<file path="src/rtl/serv_dbg_ctrl.sv">
// Debug run-control sequencer: arbitrates halt sources at instruction boundaries,
// tracks halted/running status and runs the resume handshake toward the debug module.
module serv_dbg_ctrl #(
  parameter bit          RESET_HALT = 1'b0,
  parameter int unsigned ACK_HOLD   = 1
) (
  input  logic       i_clk,
  input  logic       i_rst_n,
  input  logic       i_haltreq,
  input  logic       i_resumereq,
  input  logic       i_ndmreset,
  input  logic       i_ackhavereset,
  input  logic       i_insn_done,
  input  logic       i_ebreak,
  input  logic       i_dcsr_ebreakm,
  input  logic       i_dcsr_step,
  input  logic       i_dret,
  output logic       o_dbg_halt,
  output logic       o_dbg_enter,
  output logic [2:0] o_dbg_cause,
  output logic       o_dbg_reset,
  output logic       o_dbg_step,
  output logic       o_halted,
  output logic       o_running,
  output logic       o_resumeack,
  output logic       o_havereset
);

  typedef enum logic [2:0] {
    S_RUN,
    S_HALT_PEND,
    S_HALTED,
    S_RESUME,
    S_STEP
  } state_t;

  localparam state_t     RST_STATE = RESET_HALT ? S_HALTED : S_RUN;
  localparam logic [2:0] RST_CAUSE = RESET_HALT ? 3'd5 : 3'd0;
  localparam logic [3:0] ACK_INIT  = 4'(ACK_HOLD);

  localparam logic [2:0] CAUSE_EBREAK  = 3'd1;
  localparam logic [2:0] CAUSE_HALTREQ = 3'd3;
  localparam logic [2:0] CAUSE_STEP    = 3'd4;
  localparam logic [2:0] CAUSE_RSTHALT = 3'd5;

  state_t     state, state_nxt;
  logic [2:0] cause, cause_nxt;
  logic [3:0] ack_cnt, ack_nxt;
  logic       enter_nxt;
  logic       dbg_enter_q;
  logic       resumereq_q;
  logic       havereset_q;
  logic       dbg_reset_q;
  logic       resume_rise;
  logic       ebreak_hit;

  assign resume_rise = i_resumereq & ~resumereq_q;
  assign ebreak_hit  = i_ebreak & i_dcsr_ebreakm;

  always_comb begin
    state_nxt = state;
    cause_nxt = cause;
    enter_nxt = 1'b0;
    ack_nxt   = (ack_cnt != 4'd0) ? ack_cnt - 4'd1 : ack_cnt;

    // ndmreset only steers the state; the ack counter keeps running down
    if (i_ndmreset) begin
      state_nxt = RST_STATE;
      if (RESET_HALT) cause_nxt = CAUSE_RSTHALT;
    end else begin
      case (state)
        S_RUN: begin
          if (i_insn_done && ebreak_hit) begin
            state_nxt = S_HALTED;
            cause_nxt = CAUSE_EBREAK;
            enter_nxt = 1'b1;
          end else if (i_haltreq) begin
            state_nxt = S_HALT_PEND;
          end
        end
        S_HALT_PEND: begin
          if (i_insn_done) begin
            state_nxt = S_HALTED;
            cause_nxt = ebreak_hit ? CAUSE_EBREAK : CAUSE_HALTREQ;
            enter_nxt = 1'b1;
          end
        end
        S_HALTED: begin
          if (resume_rise || (i_insn_done && i_dret)) begin
            state_nxt = S_RESUME;
            ack_nxt   = ACK_INIT;
          end
        end
        S_RESUME: begin
          if (ack_cnt <= 4'd1) state_nxt = i_dcsr_step ? S_STEP : S_RUN;
        end
        S_STEP: begin
          if (i_insn_done) begin
            state_nxt = S_HALTED;
            cause_nxt = CAUSE_STEP;
            enter_nxt = 1'b1;
          end
        end
        default: state_nxt = RST_STATE;
      endcase
    end
  end

  always_ff @(posedge i_clk) begin
    if (!i_rst_n) begin
      state       <= RST_STATE;
      cause       <= RST_CAUSE;
      ack_cnt     <= 4'd0;
      dbg_enter_q <= 1'b0;
      resumereq_q <= 1'b0;
      havereset_q <= 1'b1;
      dbg_reset_q <= 1'b0;
    end else begin
      state       <= state_nxt;
      cause       <= cause_nxt;
      ack_cnt     <= ack_nxt;
      dbg_enter_q <= enter_nxt;
      resumereq_q <= i_resumereq;
      dbg_reset_q <= i_ndmreset;
      if (i_ndmreset)          havereset_q <= 1'b1;
      else if (i_ackhavereset) havereset_q <= 1'b0;
    end
  end

  assign o_dbg_halt  = (state == S_HALTED);
  assign o_halted    = (state == S_HALTED);
  assign o_running   = (state == S_RUN) || (state == S_HALT_PEND) || (state == S_STEP);
  assign o_dbg_step  = (state == S_STEP);
  assign o_dbg_enter = dbg_enter_q;
  assign o_dbg_cause = cause;
  assign o_dbg_reset = dbg_reset_q;
  assign o_resumeack = (ack_cnt != 4'd0);
  assign o_havereset = havereset_q;

endmodule

</file>
<file path="config.mk">
export PLATFORM = sky130hd
export DESIGN_NAME = serv_dbg_ctrl
export DESIGN_NICKNAME = d
export VERILOG_FILES = /design/src/rtl/serv_dbg_ctrl.sv
export SDC_FILE = /design/constraint.sdc
export NUM_CORES = 1
export LEC_CHECK = 0
export ABC_AREA = 0
export CORE_MARGIN = 2
export CORE_UTILIZATION = 41
export DETAILED_ROUTE_END_ITERATION = 12
export PLACE_DENSITY = 0.74
export SLEW_MARGIN = 0
export SYNTH_ARGS = -nofsm -noshare
export SYNTH_HDL_FRONTEND = slang
export SYNTH_SLANG_ARGS = --single-unit
</file>
<file path="constraint.sdc">
create_clock -name i_clk -period 2.6 [get_ports i_clk]
set_input_delay 0.65 -clock i_clk [delete_from_list [all_inputs] [get_ports i_clk]]
set_output_delay 0.65 -clock i_clk [all_outputs]
set_load 0.01 [all_outputs]
</file>
Word level (Yosys, flattened, before mapping)
Index checks and enable logic that the tools add are counted.
W data, S select, Z words.

word-level totals
  register bits after elaboration = 14
  word-level logic and storage cells = 56
  bits of input ports = 11
  output and inout port bits = 11

operators by class
  $lt $le $gt $ge = 1
  reduce and logical (&&, ||, !) cells = 12
  multiplexer cells = 19
  add/sub/neg operators = 1
  equal/unequal tests = 11
  bitwise logic cells = 5

operators by type and width
  kind                   number
  $mux W3                9
  $mux W4                4
  $pmux W3 S4            1
  $pmux W3 S3            1
  $ne A2 B2 Y1 const B   4
  $eq A3 B2 Y1 const B   2
  $reduce_and A5 Y1      1
  $le A4 B1 Y1 const B   1
  $ne A2 B1 Y1 const B   2
  $reduce_and A4 Y1      1
  $reduce_bool A4 Y1     1
  $reduce_or A2 Y1       2
  $sub A4 B1 Y4 const B  1
  $eq A3 B1 Y1 const B   1
  $eq A3 B3 Y1 const B   1
  $logic_not A3 Y1       1
  $logic_or A1 B1 Y1     3
  $ne A3 B3 Y1 const B   1
  $not A1 Y1             3
  $reduce_bool A3 Y1     1
  $and A1 B1 Y1          2
  $logic_and A1 B1 Y1    2
  $mux W1                2
  $mux W2                1
  $pmux W1 S2            1

Logic depth before layout (Yosys ltp)
Gate-level depths: netlist of run 1.

  depth in word-level cells = 6
  gate-level depth with buffers = 6

Least setup slack after synthesis of run 1
No wires, ideal clock.

  path kind = reg-to-output
  start = reg ack_cnt[0]
  end = out o_resumeack
  slack = 0.887 ns
  cell stages (with the launch flop) = 5
  data required time = 1.950 ns
  data arrival time = 1.063 ns
  path through = dfxtp_1 inv_1 ha_1 or3b_1 buf_6

between the ends
  longest elaborated chain between the ends = 1

ends and longest elaborated chain
  item                    line  text
  from (decl)             48    logic [3:0] ack_cnt, ack_nxt;
  from (signal assigned)  121   ack_cnt <= ack_nxt;
  $reduce_bool A4 Y1      137   assign o_resumeack = (ack_cnt != 4'd0);
  to (decl)               25    output logic o_resumeack,

No other way between the ends.

Worst setup path after layout of run 1
Ends and elaborated chain as after synthesis.

==> results of run 1 <==
metal layers:
| metal | track usage | vias up | wire length [um] |
|---|---|---|---|
| met5 | 0 | - | 0 |
| met3 | 0.0238 | 2 | 70 |
| li1 | - | 321 | - |
| met2 | 0.228 | 20 | 636 |
| met1 | 0.226 | 274 | 735 |
| met4 | 0.103 | 0 | 20 |
what timing repair did:
action / CTS / global route
resized for setup: 0 / 1
setup buffers: 0 / 0
setup endpoints to repair: 0 / 1
cells by family after synthesis:
family          synth area share
simple gates               0.242
compound gates             0.206
flops                      0.387
buf+inv                   0.0812
xor+xnor                  0.0363
fa+ha+maj                 0.0345
mux                       0.0138
flip-flops by register name (all words and copies together) (netlist names):
| signal | cells |
|---|---|
| ack_cnt | 4 |
| o_dbg_cause | 3 |
| state | 3 |
| o_havereset | 1 |
| resumereq_q | 1 |
| o_dbg_enter | 1 |
| o_dbg_reset | 1 |
cell usage after synthesis:
library cell | instances | area share
sky130_fd_sc_hd__o32ai_1 | 1 | 0.012
sky130_fd_sc_hd__buf_2 | 2 | 0.014
sky130_fd_sc_hd__inv_1 | 7 | 0.036
sky130_fd_sc_hd__or4_1 | 1 | 0.010
sky130_fd_sc_hd__xnor2_1 | 3 | 0.036
sky130_fd_sc_hd__nand2b_1 | 3 | 0.026
sky130_fd_sc_hd__or3b_1 | 1 | 0.012
sky130_fd_sc_hd__clkbuf_1 | 1 | 0.0052
sky130_fd_sc_hd__a21o_1 | 4 | 0.041
sky130_fd_sc_hd__o21a_1 | 1 | 0.010
sky130_fd_sc_hd__a211oi_1 | 2 | 0.021
sky130_fd_sc_hd__a21oi_1 | 2 | 0.014
sky130_fd_sc_hd__or3_1 | 1 | 0.0086
sky130_fd_sc_hd__buf_6 | 1 | 0.016
sky130_fd_sc_hd__nor2_1 | 4 | 0.021
sky130_fd_sc_hd__nand2_1 | 8 | 0.041
sky130_fd_sc_hd__nor3_1 | 3 | 0.021
sky130_fd_sc_hd__nand4b_1 | 1 | 0.012
sky130_fd_sc_hd__buf_4 | 1 | 0.010
sky130_fd_sc_hd__o21ba_2 | 1 | 0.014
sky130_fd_sc_hd__o221ai_1 | 1 | 0.012
sky130_fd_sc_hd__mux2i_1 | 1 | 0.014
sky130_fd_sc_hd__nor3b_2 | 1 | 0.017
sky130_fd_sc_hd__dfxtp_1 | 14 | 0.39
sky130_fd_sc_hd__o311ai_0 | 1 | 0.012
sky130_fd_sc_hd__a2111oi_2 | 2 | 0.041
sky130_fd_sc_hd__nor4_1 | 3 | 0.026
sky130_fd_sc_hd__o221a_2 | 1 | 0.016
sky130_fd_sc_hd__nor4_4 | 1 | 0.029
sky130_fd_sc_hd__ha_1 | 2 | 0.035
sky130_fd_sc_hd__a311oi_1 | 1 | 0.012
sky130_fd_sc_hd__and2_1 | 2 | 0.017
worst max-delay path by stage:
| stage | startpoint | to | slack, ns |
|---|---|---|---|
| after global routing | ack_cnt[0] | o_resumeack | 0.04 |
| final | ack_cnt[0] | o_resumeack | 0.13 |
| after CTS | ack_cnt[0] | o_resumeack | 0.07 |
| after floorplan | ack_cnt[0] | o_resumeack | 0.89 |
| after detailed placement | ack_cnt[0] | o_resumeack | 0.39 |
| after global placement | ack_cnt[0] | o_resumeack | 0.43 |
through the flow:
stage	std cells	total power [mW]
floorplan	78	0.492
global placement	111	0.536
detailed placement	111	0.540
CTS	115	0.699
global route	115	0.751
finish	115	0.703
worst max-delay path, cell delays in order, from the launching register on:
cell and delay (ns):
sky130_fd_sc_hd__dfxtp_1 0.33, sky130_fd_sc_hd__inv_1 0.09, sky130_fd_sc_hd__ha_1 0.20, sky130_fd_sc_hd__or3b_4 0.43
sky130_fd_sc_hd__clkdlybuf4s50_1 0.49
final cells by class:
cell class,instances,share of cell area
flip-flops and latches,14,0.291
well taps,17,0.0221
inverters,7,0.0273
repair buffers,21,0.218
clock buffers,4,0.0377
multi-input cells,52,0.403
power breakdown:
part	switching [mW]	internal [mW]	leakage [nW]
registers	0.0362	0.249	0.115
clock network	0.0705	0.0852	0.0210
logic	0.116	0.146	0.219
total	0.223	0.480	0.355
==> summary.md, run 1 <==
| Metric | Value |
|---|---|
| Clk_lat worst skew | about 0.28 ns |
| Final layout net count | ~110 |
| Layout cells sized above 1 | 0.112 |
| Critical path launch point type | flop |
| Buffer levels on the longest clock path | 2 |
| Horizontal extent of the die | roughly 46 um |
| Count of hold buffers inserted by post-cts repair | 0 |
| Register area share after synthesis | 0.387 |
| Floorplan row count | 15 |
| Final hold slack | 0.460 ns |
| Max Fanout on Critical Path | 5 |
| TritonCTS Buffers | 3 |
| Number of cells on the worst reg-to-reg path | 4 |
| Post-Synthesis Cells | 78 |
| Clock tree skew after final layout | slightly above 0.007 ns |
| Number of H-tree branching levels | 1 |
| CP Capture Type | output port |
| Hold wc startpoint | o_havereset |
| Count of input and output buffers | 21 |
| Endpoint arrival time on the critical path | 1.82 ns |
| Clock slew seen by the registers of the worst setup and hold paths | 0.09 ns |
| Worst slack at placement | 0.393 ns |
| Number of storage elements in the synthesis netlist | 14 |
| Power Dens Cells | ~730 nW/um^2 |
| Number of sinks on the clock net | 14 |
| Top achievable clock speed | roughly 410 MHz |
| Leading cell type in the layout, fill and taps excluded | sky130_fd_sc_hd__clkdlybuf4s50_1 |
| Leading cell types in the layout, fill and taps excluded | sky130_fd_sc_hd__clkdlybuf4s50_1 (21), sky130_fd_sc_hd__dfxtp_1 (14), sky130_fd_sc_hd__nand2_1 (8), sky130_fd_sc_hd__inv_1 (7) |
| Relative area change from synthesis to final layout | 32.8% |
| Final instance area | around 960 sq um |
| Wire per inst | between 10 and 15 um |
| Detailed-routing iteration count for the pre-antenna-repair pass | 4 |
| Final Max Slew Viols | 0 |
| Run status | finished, final reports clean |
| Req. time, crit path | 1.95 ns |
| Final sum of negative setup slack | 0 ns |
| TritonCTS clock tree | done |
| Tightest Hold Check Type | reg -> reg |
| Reg-to-reg critical path endpoint | ack_cnt[1] |
| Hold endpoint | o_havereset |
| Placed Area | ~920 sq um |
| CORE AREA | roughly 1700 sq um |
| Period utilization | 0.949 |
| Total of max-cap violations | 0 |
| Final setup violation count | 0 |
| Minimum setup slack among reg-to-reg paths | 1.11 ns |
| Average via count per standard cell | 5.37 |
| DRC errors left | 0 |
| Via count of the first global-routing pass | around 530 |
| Worst vdd ir | approximately 0.50 mV |
| Number of ports placed on the die boundary | 22 |
| Antenna diode instance count | 0 |
| Transition at the pin with the smallest max-transition slack | 0.600 ns |
| Instance count along the most critical hold path | 1 |
| Via count | approximately 620 |
| Maximum number of pins on one net before global-route repair | 12 |
| Startpoint-to-endpoint class of the critical path | reg -> out |
| Number of violations reported at the end of detailed-routing iteration 0 | 11 |
| First-pass GRT wire length | 2390 um |
| Storage element area | ~280 sq um |
| Mapped cell area | roughly 720 sq um |
| Final critical-path setup slack | approximately 0.13 ns |
| Share of the core filled with cells | 0.570 |
| Final estimated routing congestion in global placement | roughly 0.75 |
| Leftover overflow at the end of global routing | 0 |
| R2R Path Start | ack_cnt[0] |
| Number of distinct library cells after synthesis | 32 |
| Number of failing hold endpoints at the final stage | 0 |
| Average instance area after synthesis | between 9 and 10 sq um |
| Yosys synthesis warning count | 0 |
| Cell leakage power | 0.355 nW |
| Total detailed-routing wirelength | 1460 um |
| Total Routing Usage GR | 0.162 |
| Height of the die | between 40 and 50 um |
| Unrepaired setup endpoints after global routing | false |
| Minimum clock period after layout | approximately 2.5 ns |
| Initial antenna violation count | 0 |
| Synthesized netlist net count | 91 |
| Area taken by multi-input logic gates | roughly 390 sq um |
| Relative max-transition margin | 0.599 |
| Starting Density | 0.429 |
| Post-route antenna net violation count | 0 |
| Number of fill cells in the layout | approximately 150 |
| Root Buffer | sky130_fd_sc_hd__clkbuf_4 |
| Dpl hpwl | 1080 um |
| Die area | between 2000 and 2500 sq um |
No activity file was read; power rests on OpenSTA's default activity.
==> run 2, diff against run 1 <==
--- a/config.mk
+++ b/config.mk
@@ -10,6 +10,7 @@
 export CORE_UTILIZATION = 41
 export DETAILED_ROUTE_END_ITERATION = 12
 export PLACE_DENSITY = 0.74
+export REMOVE_ABC_BUFFERS = 1
 export SLEW_MARGIN = 0
 export SYNTH_ARGS = -nofsm -noshare
 export SYNTH_HDL_FRONTEND = slang
==> summary.md, run 2 (synthesis gave the netlist of run 1 again) <==
| Metric | Value |
|---|---|
| Run status | finished, final reports clean |
| Cell leakage power | about 0.35 nW |
| Logic pwr share | 0.403 |
| Height of the die | 46.0 um |
| Leading cell types in the layout, fill and taps excluded | sky130_fd_sc_hd__clkdlybuf4s50_1 (21), sky130_fd_sc_hd__dfxtp_1 (14), sky130_fd_sc_hd__nand2_1 (8), sky130_fd_sc_hd__inv_1 (7) |
| Number of fill cells in the layout | 150 |
| Number of setup buffers added after CTS | 0 |
| Period utilization | 0.945 |
| Clk_lat worst skew | 0.27 ns |
| CP Capture Type | output port |
| Via count | just over 600 |
| Final layout net count | 112 |
| Most flop-heavy register | ack_cnt |
| CP Buf/Inv Count | 2 |
| Number of sinks on the clock net | 14 |
| Instance count along the most critical hold path | 1 |
| Clock tree skew after final layout | between 0.0004 and 0.0005 ns |
| TritonCTS Buffers | 3 |
| DRC errors left | 0 |
| Slowest cell on the critical path | sky130_fd_sc_hd__clkdlybuf4s50_1 |
| Reg-to-reg critical path endpoint | ack_cnt[1] |
| Dpl hpwl | 1120 um |
| Wire per inst | ~13 um |
| Tightest Hold Check Type | reg -> reg |
| Number of cells on the worst reg-to-reg path | 4 |
| Top achievable clock speed | 407 MHz |
| Initial antenna violation count | 0 |
| R2R Path Start | ack_cnt[0] |
| Count of hold buffers inserted by post-cts repair | 0 |
| Antenna diode instance count | 0 |
| Top delay family on crit path | buffers and inverters |
| Critical path launch point type | flop |
| Minimum clock period after layout | 2.46 ns |
| Minimum setup slack among reg-to-reg paths | around 1.1 ns |
| Count of non-filler cells in the finished layout | roughly 110 |
| TritonCTS clock tree | done |
| Final Max Slew Viols | 0 |
| Count of input and output buffers | 21 |
| Die area | about 2100 sq um |
| Layout cells sized above 1 | 0.103 |
| Worst vdd ir | 0.447 mV |
| Number of ports placed on the die boundary | 22 |
| Post-route antenna net violation count | 0 |
| Cells traversed along the worst timing path | inv_1 -> ha_1 -> or3b_4 -> clkdlybuf4s50_1 |
| Leftover overflow at the end of global routing | 0 |
| Clock slew seen by the registers of the worst setup and hold paths | 0.08 ns |
| Number of resized instances in the post-cts repair step | 0 |
| Final Power | between 600 and 700 uW |
| Placed Area | around 920 sq um |
| Root Buffer | sky130_fd_sc_hd__clkbuf_4 |
| Switching Power | 223 uW |
| Relative area change from synthesis to final layout | 30.9% |
| Worst slack at placement | around 0.39 ns |
| Final sum of negative setup slack | 0 ns |
| Final instance area | 948 sq um |
| Average via count per standard cell | 5.46 |
| Total Routing Usage GR | 0.155 |
| Starting Density | 0.429 |
| Startpoint-to-endpoint class of the critical path | reg -> out |
| Final estimated routing congestion in global placement | ~0.84 |
| Total detailed-routing wirelength | ~1500 um |
| Max Fanout on Critical Path | 5 |
| Power Dens Cells | between 700 and 800 nW/um^2 |
| Share of the core filled with cells | 0.561 |
| Number of H-tree branching levels | 1 |
| Unrepaired setup endpoints after global routing | false |
| First-pass GRT wire length | approximately 2400 um |
| Horizontal extent of the die | roughly 46 um |
| Via count of the first global-routing pass | roughly 530 |
| Final setup violation count | 0 |
| CORE AREA | 1690 sq um |
| Largest incremental delay on the critical path | between 0.4 and 0.5 ns |
| Buffer levels on the longest clock path | 2 |
| Transition at the pin with the smallest max-transition slack | 0.620 ns |
| Leading cell type in the layout, fill and taps excluded | sky130_fd_sc_hd__clkdlybuf4s50_1 |
| Hold wc startpoint | o_havereset |
| Maximum number of pins on one net before global-route repair | 12 |
| Number of violations reported at the end of detailed-routing iteration 0 | 13 |
| Hold endpoint | o_havereset |
| Internal Power | ~450 uW |
| Total of max-cap violations | 0 |
| Detailed-routing iteration count for the pre-antenna-repair pass | 4 |
| Final critical-path setup slack | ~0.14 ns |
| Switching fraction of total power | 0.332 |
| Endpoint arrival time on the critical path | between 1.5 and 2 ns |
| Fraction of power consumed by sequential logic | 0.426 |
| Relative max-transition margin | 0.586 |
| Max FFs per register | 4 |
| Floorplan row count | 15 |
| Req. time, crit path | 1.95 ns |
| Number of failing hold endpoints at the final stage | 0 |
| Clk network pwr share | 0.172 |
| Placed cells | 111 |
| Final hold slack | roughly 0.45 ns |
run 2: cell types whose count changed in the layout (fill, tap and decap cells not counted), sizes merged:
cell / before / now
clkbuf: 4 / 3
run 2: worst max-delay path by stage:
stage | from | end | slack, ns | depth (start not counted)
6_report | ack_cnt[0] | o_resumeack | 0.14 | 4
5_1_grt | ack_cnt[0] | o_resumeack | 0.06 | 4
4_1_cts | ack_cnt[0] | o_resumeack | 0.09 | 4
3_5_place_dp | ack_cnt[0] | o_resumeack | 0.39 | 4
3_3_place_gp | ack_cnt[0] | o_resumeack | 0.43 | 4
2_1_floorplan | ack_cnt[0] | o_resumeack | 0.92 | 3
run 2: cell type report:
class | count | area (sq um) | share of cell area
flip-flops and latches | 14 | 280 | 0.296
well taps | 17 | 21.3 | 0.0224
inverters | 7 | 26.3 | 0.0277
repair buffers | 21 | 210 | 0.222
multi-input cells | 52 | 388 | 0.409
clock buffers | 3 | 22.5 | 0.0237
run 2: power by group through the flow:
| stage | clock (mW) | combinational [mW] | sequential [mW] |
|---|---|---|---|
| 2_1_floorplan | 0 | 0.178 | 0.281 |
| 3_3_place_gp | 0 | 0.249 | 0.288 |
| 3_5_place_dp | 0 | 0.260 | 0.290 |
| 4_1_cts | 0.118 | 0.261 | 0.285 |
| 5_1_grt | 0.130 | 0.299 | 0.290 |
| 6_report | 0.115 | 0.271 | 0.286 |
run 2: metal layers:
metal | share of wire | global-route usage | vias up
met5 | 0 | 0 | -
met2 | 0.46 | 0.239 | 18
met1 | 0.48 | 0.203 | 286
met4 | 0.014 | 0.0686 | 0
met3 | 0.040 | 0.0357 | 2
li1 | - | - | 316
==> run 3, diff against run 2 <==
--- a/config.mk
+++ b/config.mk
@@ -6,6 +6,7 @@
 export NUM_CORES = 1
 export LEC_CHECK = 0
 export ABC_AREA = 0
+export CAP_MARGIN = 5
 export CORE_MARGIN = 2
 export CORE_UTILIZATION = 41
 export DETAILED_ROUTE_END_ITERATION = 12
==> results of run 3 <==
No change in the layout: final DEF, timing and power equal those of run 2.
